`src/rtl/alu_issue.sv`:
```
// Single-issue RV32 OP instruction sequencer in front of a one-cycle registered ALU.
// Optional OP-IMM support is compiled in when ALU_ISSUE_OPIMM_EN is defined.
module alu_issue #(
  parameter bit WRITE_X0 = 1'b0
) (
  input  logic        clk,
  input  logic        rst_n,
  input  logic        instr_valid,
  input  logic [31:0] instr,
  output logic        instr_ready,
  output logic [4:0]  rf_raddr1,
  output logic [4:0]  rf_raddr2,
  input  logic [31:0] rf_rdata1,
  input  logic [31:0] rf_rdata2,
  output logic [2:0]  func3,
  output logic [6:0]  func7,
  output logic [31:0] ALUin1,
  output logic [31:0] ALUin2,
  input  logic [31:0] ALUout,
  output logic        rf_we,
  output logic [4:0]  rf_waddr,
  output logic [31:0] rf_wdata,
  output logic        illegal,
  output logic        busy
);

  localparam int unsigned XLEN = 32;
  localparam int unsigned SHW  = 5;
  localparam logic [6:0] OPC_OP    = 7'b0110011;
  localparam logic [6:0] F7_ZERO   = 7'b0000000;
  localparam logic [6:0] F7_ALT    = 7'b0100000;
  localparam logic [2:0] F3_SLL    = 3'b001;
  localparam logic [2:0] F3_SR     = 3'b101;
  localparam logic [2:0] F3_ADD    = 3'b000;
`ifdef ALU_ISSUE_OPIMM_EN
  localparam logic [6:0] OPC_OPIMM = 7'b0010011;
`endif

  typedef enum logic [1:0] {IDLE, DRIVE, WRITE} state_t;

  state_t      state_q, state_d;
  logic [4:0]  rd_q;
  logic        accept;
  logic        dec_legal;
  logic [6:0]  dec_f7;
  logic [31:0] dec_in2;

  wire [6:0] opcode = instr[6:0];
  wire [2:0] f3     = instr[14:12];
  wire [6:0] f7     = instr[31:25];

  assign rf_raddr1 = instr[19:15];
  assign rf_raddr2 = instr[24:20];
  assign accept    = instr_valid && instr_ready;

  // Decode: legality plus the func7 / operand-2 shaping the ALU expects.
  // The ALU's right-shift encoding is inverted relative to RISC-V, hence the swap.
  always_comb begin
    dec_legal = 1'b0;
    dec_f7    = F7_ZERO;
    dec_in2   = rf_rdata2;
    case (opcode)
      OPC_OP: begin
        dec_legal = (f7 == F7_ZERO) ||
                    ((f7 == F7_ALT) && ((f3 == F3_ADD) || (f3 == F3_SR)));
        dec_f7    = f7;
        if (f3 == F3_SR)
          dec_f7 = (f7 == F7_ZERO) ? F7_ALT : F7_ZERO;
        if ((f3 == F3_SLL) || (f3 == F3_SR))
          dec_in2 = {(XLEN-SHW)'(0), rf_rdata2[SHW-1:0]};
      end
`ifdef ALU_ISSUE_OPIMM_EN
      OPC_OPIMM: begin
        dec_legal = 1'b1;
        dec_in2   = {{(XLEN-12){instr[31]}}, instr[31:20]};
        if (f3 == F3_SLL) begin
          dec_legal = (f7 == F7_ZERO);
          dec_in2   = {(XLEN-SHW)'(0), instr[24:20]};
        end else if (f3 == F3_SR) begin
          dec_legal = (f7 == F7_ZERO) || (f7 == F7_ALT);
          dec_f7    = (f7 == F7_ZERO) ? F7_ALT : F7_ZERO;
          dec_in2   = {(XLEN-SHW)'(0), instr[24:20]};
        end
      end
`endif
      default: ;
    endcase
  end

  always_ff @(posedge clk or negedge rst_n) begin
    if (!rst_n) state_q <= IDLE;
    else        state_q <= state_d;
  end

  always_comb begin
    state_d = state_q;
    case (state_q)
      IDLE:    if (accept && dec_legal) state_d = DRIVE;
      DRIVE:   state_d = WRITE;
      WRITE:   state_d = IDLE;
      default: state_d = IDLE;
    endcase
  end

  always_comb begin
    instr_ready = 1'b0;
    busy        = 1'b0;
    rf_we       = 1'b0;
    rf_waddr    = 5'd0;
    rf_wdata    = 32'd0;
    instr_ready = (state_q == IDLE) && rst_n;
    busy        = (state_q != IDLE);
    if (state_q == WRITE) begin
      rf_we    = WRITE_X0 || (rd_q != 5'd0);
      rf_waddr = rd_q;
      if (rf_we) rf_wdata = ALUout;
    end
  end

  // Operand registers only load on a legal handshake so the ALU never sees bad encodings.
  always_ff @(posedge clk or negedge rst_n) begin
    if (!rst_n) begin
      func3   <= 3'd0;
      func7   <= 7'd0;
      ALUin1  <= 32'd0;
      ALUin2  <= 32'd0;
      rd_q    <= 5'd0;
      illegal <= 1'b0;
    end else begin
      illegal <= accept && !dec_legal;
      if (accept && dec_legal) begin
        func3  <= f3;
        func7  <= dec_f7;
        ALUin1 <= rf_rdata1;
        ALUin2 <= dec_in2;
        rd_q   <= instr[11:7];
      end
    end
  end

endmodule

```
`config.mk`:
```
export PLATFORM = sky130hd
export DESIGN_NAME = alu_issue
export DESIGN_NICKNAME = d
export VERILOG_FILES = /design/src/rtl/alu_issue.sv
export SDC_FILE = /design/constraint.sdc
export NUM_CORES = 1
export LEC_CHECK = 0
export BUFFER_PORTS_ARGS = -buffer_cell sky130_fd_sc_hd__buf_2
export CAP_MARGIN = 20
export CELL_PAD_IN_SITES_DETAIL_PLACEMENT = 1
export CELL_PAD_IN_SITES_GLOBAL_PLACEMENT = 2
export CORE_AREA = 4 4 131 133
export CTS_CLUSTER_SIZE = 10
export DETAILED_ROUTE_END_ITERATION = 10
export DIE_AREA = 0 0 135 137
export GPL_TIMING_DRIVEN = 0
export PLACE_DENSITY_LB_ADDON = 0.1
export REMOVE_ABC_BUFFERS = 1
export SLEW_MARGIN = 20
export SYNTH_ARGS = -nofsm -noshare
export SYNTH_HDL_FRONTEND = slang
export SYNTH_SLANG_ARGS = --single-unit
export TNS_END_PERCENT = 1
```
`constraint.sdc`:
```
create_clock -name clk -period 2.36 [get_ports clk]
set_clock_uncertainty 0.1 [all_clocks]
set_input_delay 0.118 -clock clk [delete_from_list [all_inputs] [get_ports clk]]
set_output_delay 0.118 -clock clk [all_outputs]
set_load 0.05 [all_outputs]
```
[Word level (Yosys, flattened, before mapping)]
Cells that the tools add are included.
Word-level totals
  output and inout bits: 125
  logic and storage cells: 40
  register bits: 82
  input bits: 131
Operators by class
  reduce and logical (&&, ||, !) cells: 14
  equality and inequality tests: 7
  muxes and demuxes: 12
Operators with widths (number)
  32-bit two-way mux: 4
  7-bit by 6-bit equality test with 1-bit output, second input constant: 2
  7-bit two-way mux: 2
  7-bit logical NOT: 1
  6-bit two-way mux: 1
  1-bit logical AND: 5
  5-bit two-way mux: 1
  5-bit nonzero test: 1
  2-bit one-hot mux with 2 select lines: 1
  3-bit by 1-bit equality test with 1-bit output, second input constant: 1
  3-bit equality test, second input constant: 1
  3-bit logical NOT: 1
  1-bit logical OR: 3
  2-bit by 1-bit equality test with 1-bit output, second input constant: 1
  2-bit equality test, second input constant: 1
  2-bit logical NOT: 1
  1-bit two-way mux: 2
  2-bit two-way mux: 1
  2-bit inequality test, second input constant: 1
  2-bit nonzero test: 1
  1-bit logical NOT: 1

[Logic depth before layout (Yosys ltp)]
Gate-level depths: netlist of run 1.
  word-level depth: 8
  gate-level depth with buffers: 6
  mapped depth without buffers: 4

[Least setup slack after synthesis of run 1]
No wires, ideal clock.
  path kind: flip-flop to flip-flop
  from: reg state_q[1]
  to: reg ALUin1[0]
  data arrival time: 2.212 ns
  cell stages (with the launch flop): 7
  path slack: -0.080 ns
  period minus slack after synthesis: 2.440 ns
  buffers on the path: 2
  required time: 2.133 ns
  path through: dfrtp_1 nor3b_2 nand2_1 nor4_1 buf_2 buf_6 mux2_1
Between the ends
  longest elaborated chain between the ends: 4
RTL lines
  from (decl): RTL line 41  | state_t state_q, state_d;
  from (signal assigned): RTL line 92  | else state_q <= state_d;
  2-bit logical NOT: RTL line 111  | instr_ready = (state_q == IDLE) && rst_n;
  1-bit logical AND: RTL line 111
  named net instr_ready: RTL line 10  | output logic instr_ready,
  1-bit logical AND: RTL line 54  | assign accept = instr_valid && instr_ready;
  1-bit logical AND: RTL line 131  | if (accept && dec_legal) begin
  to (signal assigned): RTL line 134  | ALUin1 <= rf_rdata1;
  to (decl): RTL line 17  | output logic [31:0] ALUin1,
The timed path passes the listed nets, and every way through them passes these cells.
A chain may end at the register's enable or synchronous reset.

[Worst setup path in the final report of run 1]
  from: reg state_q[0]
  to: reg ALUin1[6]
Between the ends
  longest elaborated chain between the ends: 4
RTL lines (RTL line)
  2-bit logical NOT: 111
  1-bit logical AND: 111
  1-bit logical AND: 54
  1-bit logical AND: 131
No other way between the ends.

==> results of run 1 <==
per-layer routing:
layer | global-route usage | share of wire
met5 | 0 | 0
met4 | 0.0644 | 0.023
met3 | 0.0430 | 0.092
met2 | 0.257 | 0.53
met1 | 0.136 | 0.35
repair_timing:
action                                 CTS  global route
endpoints found under the hold margin  127             0
gates cloned                             1             0
setup buffers                            2             1
hold buffers                            80             0
setup endpoints to repair              107            55
pin swaps                                1             3
gates resized for setup                 13            13
worst max-delay path: cells and delay by family, from the launching register on:
family	cells	cell delay, ps
mux	1	320
buf+inv	5	690
simple gates	3	560
flops	1	420
registers in the layout (all words and copies together) (netlist names):
| signal | count |
|---|---|
| illegal | 1 |
| rd_q | 5 |
| ALUin2 | 32 |
| func3 | 3 |
| func7 | 7 |
| state_q | 2 |
| ALUin1 | 32 |
cells in the final DEF, fill, tap and decap left out, types with 2 or more instances in the layout:
cell type and count:
buf_2 236, dfrtp_1 82, dlygate4sd3_1 76, mux2_1 46
and2_1 37, nand2_1 30, inv_1 27, mux2i_1 27
buf_6 12, clkbuf_16 9, nor2b_1 8, buf_4 5
buf_12 4, clkinv_2 3, or2_2 2, nor2_1 2
clkbuf_8 2, buf_8 2
area by class of cell:
type	instances	area, sq um	area share
Sequential cell	82	2050	0.323
Clock inverter	5	52.6	0.00827
Inverter	27	101	0.0159
Multi-Input combinational cell	166	1340	0.211
Clock buffer	11	253	0.0398
Timing Repair Buffer	337	2280	0.360
Tap cell	216	270	0.0425
kinds of logic (layout without fill, tap and decap cells):
kind of cell | Yosys count | count (layout)
compound gates | 3 | 3
xor+xnor | 1 | 1
mux | 73 | 73
buf+inv | 51 | 380
flops | 82 | 82
simple gates | 89 | 89
worst max path at each step:
stage / start / to / slack (ps) / cells after the start
after CTS: state_q[1]$_DFFE_PN0P_ / ALUin1[26]$_DFFE_PN0P_ / -20 / 8
after floorplan: state_q[1]$_DFFE_PN0P_ / state_q[0]$_DFFE_PN0P_ / -8660 / 3
final: state_q[0]$_DFFE_PN0P_ / ALUin1[6]$_DFFE_PN0P_ / 130 / 9
after global routing: state_q[0]$_DFFE_PN0P_ / ALUin2[4]$_DFFE_PN0P_ / 2 / 9
after detailed placement: rst_n / ALUin1[11]$_DFFE_PN0P_ / -1280 / 10
after global placement: rst_n / state_q[0]$_DFFE_PN0P_ / -14440 / 4
power by group:
part	internal, uW	total [uW]	switching, uW
Combinational	191	297	106
Sequential	1410	1410	0.752
Clock	872	1430	562
Total	2470	3140	668
stage by stage:
step,setup slack (ps),utilization,hold slack [ps],TNS (ps)
after global placement,-14440,0.310,136,-1138350
after CTS,-16.6,0.398,32.1,-50.6
after floorplan,-8660,-,-278,-682370
after detailed placement,-1280,0.320,-87.2,-64970
final,130,0.402,45.7,0
after global routing,2.33,0.402,85.5,0
==> results_dict.tcl, run 1 <==
set metrics [dict create \
    vias 3352 \
    final_antenna_net_count 0 \
    reg2reg_setup_slack_ps 130 \
    powerDensity_nw_per_um2 494 \
    clkTransAtPathRegs_ps 60 \
    timing.fmax_ghz 0.449 \
    synth_top_area_frac 0.564 \
    die_area_sq_um 18500 \
    synth.avg_cell_area_sq_um 12.2 \
    netlist_area_sq_um 3640 \
    start_kind "register" \
    grt_pass1_vias 3695 \
    ff2ff_path_depth 9 \
    grt_pass1_wl_um 19400 \
    hp-class "input port to register" \
    stdcell_area_sq_um 6350 \
    hold_path_depth 4 \
    holdCritStartpoint "instr[30]" \
    finalCritPeriodShare 0.945 \
    finalHoldViolCount 0 \
    max-slew-margin-rel 0.746 \
    ir_worst_vdd_mv 0.243 \
    layout-drive-gt1-share 0.452 \
    yosys.area_share.simple 0.135 \
    slowest_delay_ps 420 \
    status "finished, final reports clean" \
    nFillCells 1817 \
    clock_sinks 82 \
    cts_tree "done" \
    synth_compound_area_frac 0.00550 \
    yosys_warnings 0 \
    drtIter0Drc 27 \
    postSynth.asyncResetShare 1.00 \
    crit_type "register to register" \
    core_sq_um 15800 \
    dieHeight_um 137 \
    die_w_um 135 \
    synth-adder-area-share 0 \
    tightest_slew_ps 380 \
    gr-usage-all-layers 0.136 \
    place_inst 744 \
    synth_edf_count 0 \
    min_period_ps 2230 \
    row_count 46 \
    power.total_uw 3140 \
    drc 0 \
    clk_latency_ps 330 \
    routabilityCongestion 0.693 \
    yosys-top-cells-area "dfrtp_1 56%, mux2_1 14%, mux2i_1 7.4%, and2_1 6.4%, nand2_1 3.2%" \
    min_to "func7[5]$_DFFE_PN0P_" \
    worst_setup_path_end_kind "register" \
    r2r-start "state_q[0]$_DFFE_PN0P_" \
    yosys.area.top_type "dfrtp_1" \
    port_buffers 235 \
    maxSlewViolCount 0 \
    grt_setup_unrepaired "false" \
    final_cells 844 \
    synth.mux.area_fraction 0.216 \
    grt_max_degree 34 \
    htreeDepth 3 \
    yosysMostFrequentCell "dfrtp_1" \
    cts_buffer_depth 2 \
    crit_arrival_ps 2340 \
    antenna_cells 0 \
    io_pins 256 \
    ys_top_cells_by_count "82 x dfrtp_1, 46 x mux2_1, 37 x and2_1, 31 x nand2_1" \
    wl_per_cell_um 15.1 \
    drt_pre_antenna_iters 3 \
    wl_um 12700 \
    antenna_found_initial 0 \
    regToRegEndpoint "ALUin1[6]$_DFFE_PN0P_" \
    cts_buffers 9 \
    dp_hpwl_um 9580 \
    viasPerCell 3.97 \
    worstPathRequired_ps 2470 \
    slowest_stage "dfrtp_1" \
    netlist_instances 299 \
    synth-seq-cells 82 \
    finalSetupViolCount 0 \
    start_util 0.230 \
    fin_nets 754 \
    root_buffer "clkbuf_16" \
    synth_top_family_by_area "multiplexers" \
    overflow 0 \
    power_leakage_uw 0.00361 \
    crit_path_max_fanout 7 \
    path_cells "nor3b_4 -> nand2_2 -> nor4_4 -> buf_4 -> buf_6 -> buf_8 -> buf_8 -> buf_6 -> mux2_1" \
    seq_area_frac_synth 0.564 \
    post_dp_cell_area_sq_um 5060 \
    max_cap_viol_count 0 \
    ys_types 24 \
    synthXorXnorAreaFrac 0.00241 \
    synth-main-ff-cell "dfrtp_1" \
    area_delta_synth_final_pct 74.5 \
]
No activity file was read; power rests on OpenSTA's default activity.
==> inputs of run 2 (changes only) <==
PLACE_DENSITY = 0.89   (was not set)
PLACE_DENSITY_LB_ADDON = not set   (was 0.1)
==> run 2 against run 1 <==
  * Non-clock buffer count is 12 higher
  * Combinational power is 3% lower
  * Total power is 0.18% lower
  * First-iteration DRC count is 3.7% lower
  * Critical path type unchanged
  * Largest cell class unchanged
  * Highest routed layer unchanged
==> results_dict.tcl, run 2 (same netlist as run 1, synthesis figures left out) <==
set metrics [dict create \
    vias 3521 \
    p_sw_frac 0.224 \
    hold_slack_ps 37.1 \
    status "finished, final reports clean" \
    finalCritPeriodShare 0.990 \
    power_leakage_uw 0.00364 \
    p_int_uw 2430 \
    hp-class "input port to register" \
    grt_max_degree 53 \
    regArea_sq_um 2050 \
    finalHoldViolCount 0 \
    cts_buffer_depth 2 \
    clkTransAtPathRegs_ps 60 \
    cp-startpoint "state_q[1]$_DFFE_PN0P_" \
    dp_hpwl_um 9340 \
    final_antenna_net_count 0 \
    crit_arrival_ps 2450 \
    clk_latency_ps 330 \
    p_sw_uw 701 \
    die_w_um 135 \
    clock_sinks 82 \
    gr-usage-all-layers 0.149 \
    cts_buffers 9 \
    grt_pass1_vias 4029 \
    ir_worst_vdd_mv 0.337 \
    min_period_ps 2340 \
    drc 0 \
    crit_path_max_fanout 17 \
    root_buffer "clkbuf_16" \
    grt_pass1_wl_um 21500 \
    max_cap_viol_count 0 \
    tightest_slew_ps 412 \
    viasPerCell 4.11 \
    htreeDepth 3 \
    maxSlewViolCount 0 \
    nFillCells 1795 \
    reg2reg_setup_slack_ps 20 \
    powerDensity_nw_per_um2 492 \
    fin_nets 766 \
    wl_per_cell_um 16.7 \
    cts_tree "done" \
    holdCritStartpoint "instr[30]" \
    wl_um 14300 \
    drtIter0Drc 26 \
    power.share.sequential 0.449 \
    drt_pre_antenna_iters 4 \
    io_pins 256 \
    start_util 0.230 \
    fin_util 0.402 \
    max-slew-margin-rel 0.724 \
    die_area_sq_um 18500 \
    area_delta_synth_final_pct 74.9 \
    routabilityCongestion 0.690 \
    p_comb_frac 0.092 \
    dieHeight_um 137 \
    reg_top3 "ALUin1 x32, ALUin2 x32, func7 x7" \
    grt_setup_unrepaired "true" \
    multiInputGateArea_sq_um 1340 \
    worst_setup_path_end_kind "register" \
    final_cell_mix "235 x buf_2, 82 x dfrtp_1, 73 x dlygate4sd3_1, 45 x mux2_1, 37 x and2_1" \
    crit_type "register to register" \
    row_count 46 \
    layout-drive-gt1-share 0.468 \
    clockPowerShare 0.459 \
    port_buffers 235 \
    r2r-start "state_q[1]$_DFFE_PN0P_" \
    finalSetupViolCount 0 \
    start_kind "register" \
    timing.fmax_ghz 0.428 \
    overflow 0 \
    worstPathRequired_ps 2480 \
    final_common_cell "buf_2" \
    antenna_found_initial 2 \
    core_sq_um 15800 \
]
==> run 2: layout make-up <==
class                   count  share of cell area
diodes                      1            0.000393
inverters                  27              0.0159
clock inverters             5             0.00983
clock buffers              10              0.0375
repair buffers            349               0.361
flip-flops and latches     82               0.322
well taps                 216              0.0424
multi-input cells         166               0.210
==> run 2: metal layers <==
| layer | track usage | up-vias | share of wire |
|---|---|---|---|
| met5 | 0 | - | 0 |
| met4 | 0.0538 | 0 | 0.022 |
| met3 | 0.0676 | 26 | 0.10 |
| met2 | 0.282 | 194 | 0.54 |
| met1 | 0.142 | 1677 | 0.33 |
| li1 | - | 1624 | - |
==> run 2: timing repair <==
action | 4_1_cts | 5_1_grt
hold buffers | 74 | 0
gates resized for setup | 23 | 4
pin swaps | 3 | 3
setup endpoints to repair | 95 | 49
hold endpoints to repair | 102 | 0
setup buffers | 5 | 24
==> run 2: power groups by stage <==
stage | logic (uW) | registers, uW | clock network, uW
2_1_floorplan | 24.3 | 1440 | 0
3_3_place_gp | 159 | 1430 | 0
3_5_place_dp | 175 | 1430 | 0
4_1_cts | 281 | 1410 | 1500
5_1_grt | 316 | 1410 | 1560
6_report | 288 | 1410 | 1440
==> run 2: worst paths after layout <==
kind | endpoint | cells after the start
max | ALUin1[21]$_DFFE_PN0P_ | 9
min in group asynchronous | ALUin2[31]$_DFFE_PN0P_ | 3
max in group asynchronous | ALUin1[4]$_DFFE_PN0P_ | 3
min | func7[5]$_DFFE_PN0P_ | 4
max reg2reg | ALUin1[21]$_DFFE_PN0P_ | 9
min reg2reg | ALUin1[20]$_DFFE_PN0P_ | 1
==> run 2: per-stage QoR <==
stage | instances | setup WS, ps | total power [uW] | area, sq um | setup TNS (ps)
floorplan | 275 | -8660 | 1470 | 3460 | -682370
global placement | 726 | -13110 | 1590 | 4910 | -1034870
detailed placement | 742 | -1590 | 1610 | 5040 | -57540
CTS | 833 | -38.8 | 3190 | 6190 | -178
global route | 856 | -106 | 3280 | 6370 | -619
finish | 856 | 23.5 | 3130 | 6370 | 0
==> run 2: worst max-delay path, cell delays in order (launching register included) <==
cell     delay (ps)
dfrtp_1         400
nor3b_2         250
nand2_2         120
nor4_4          270
buf_4           180
buf_12          140
buf_8           140
buf_8           130
buf_8           130
mux2_1          320
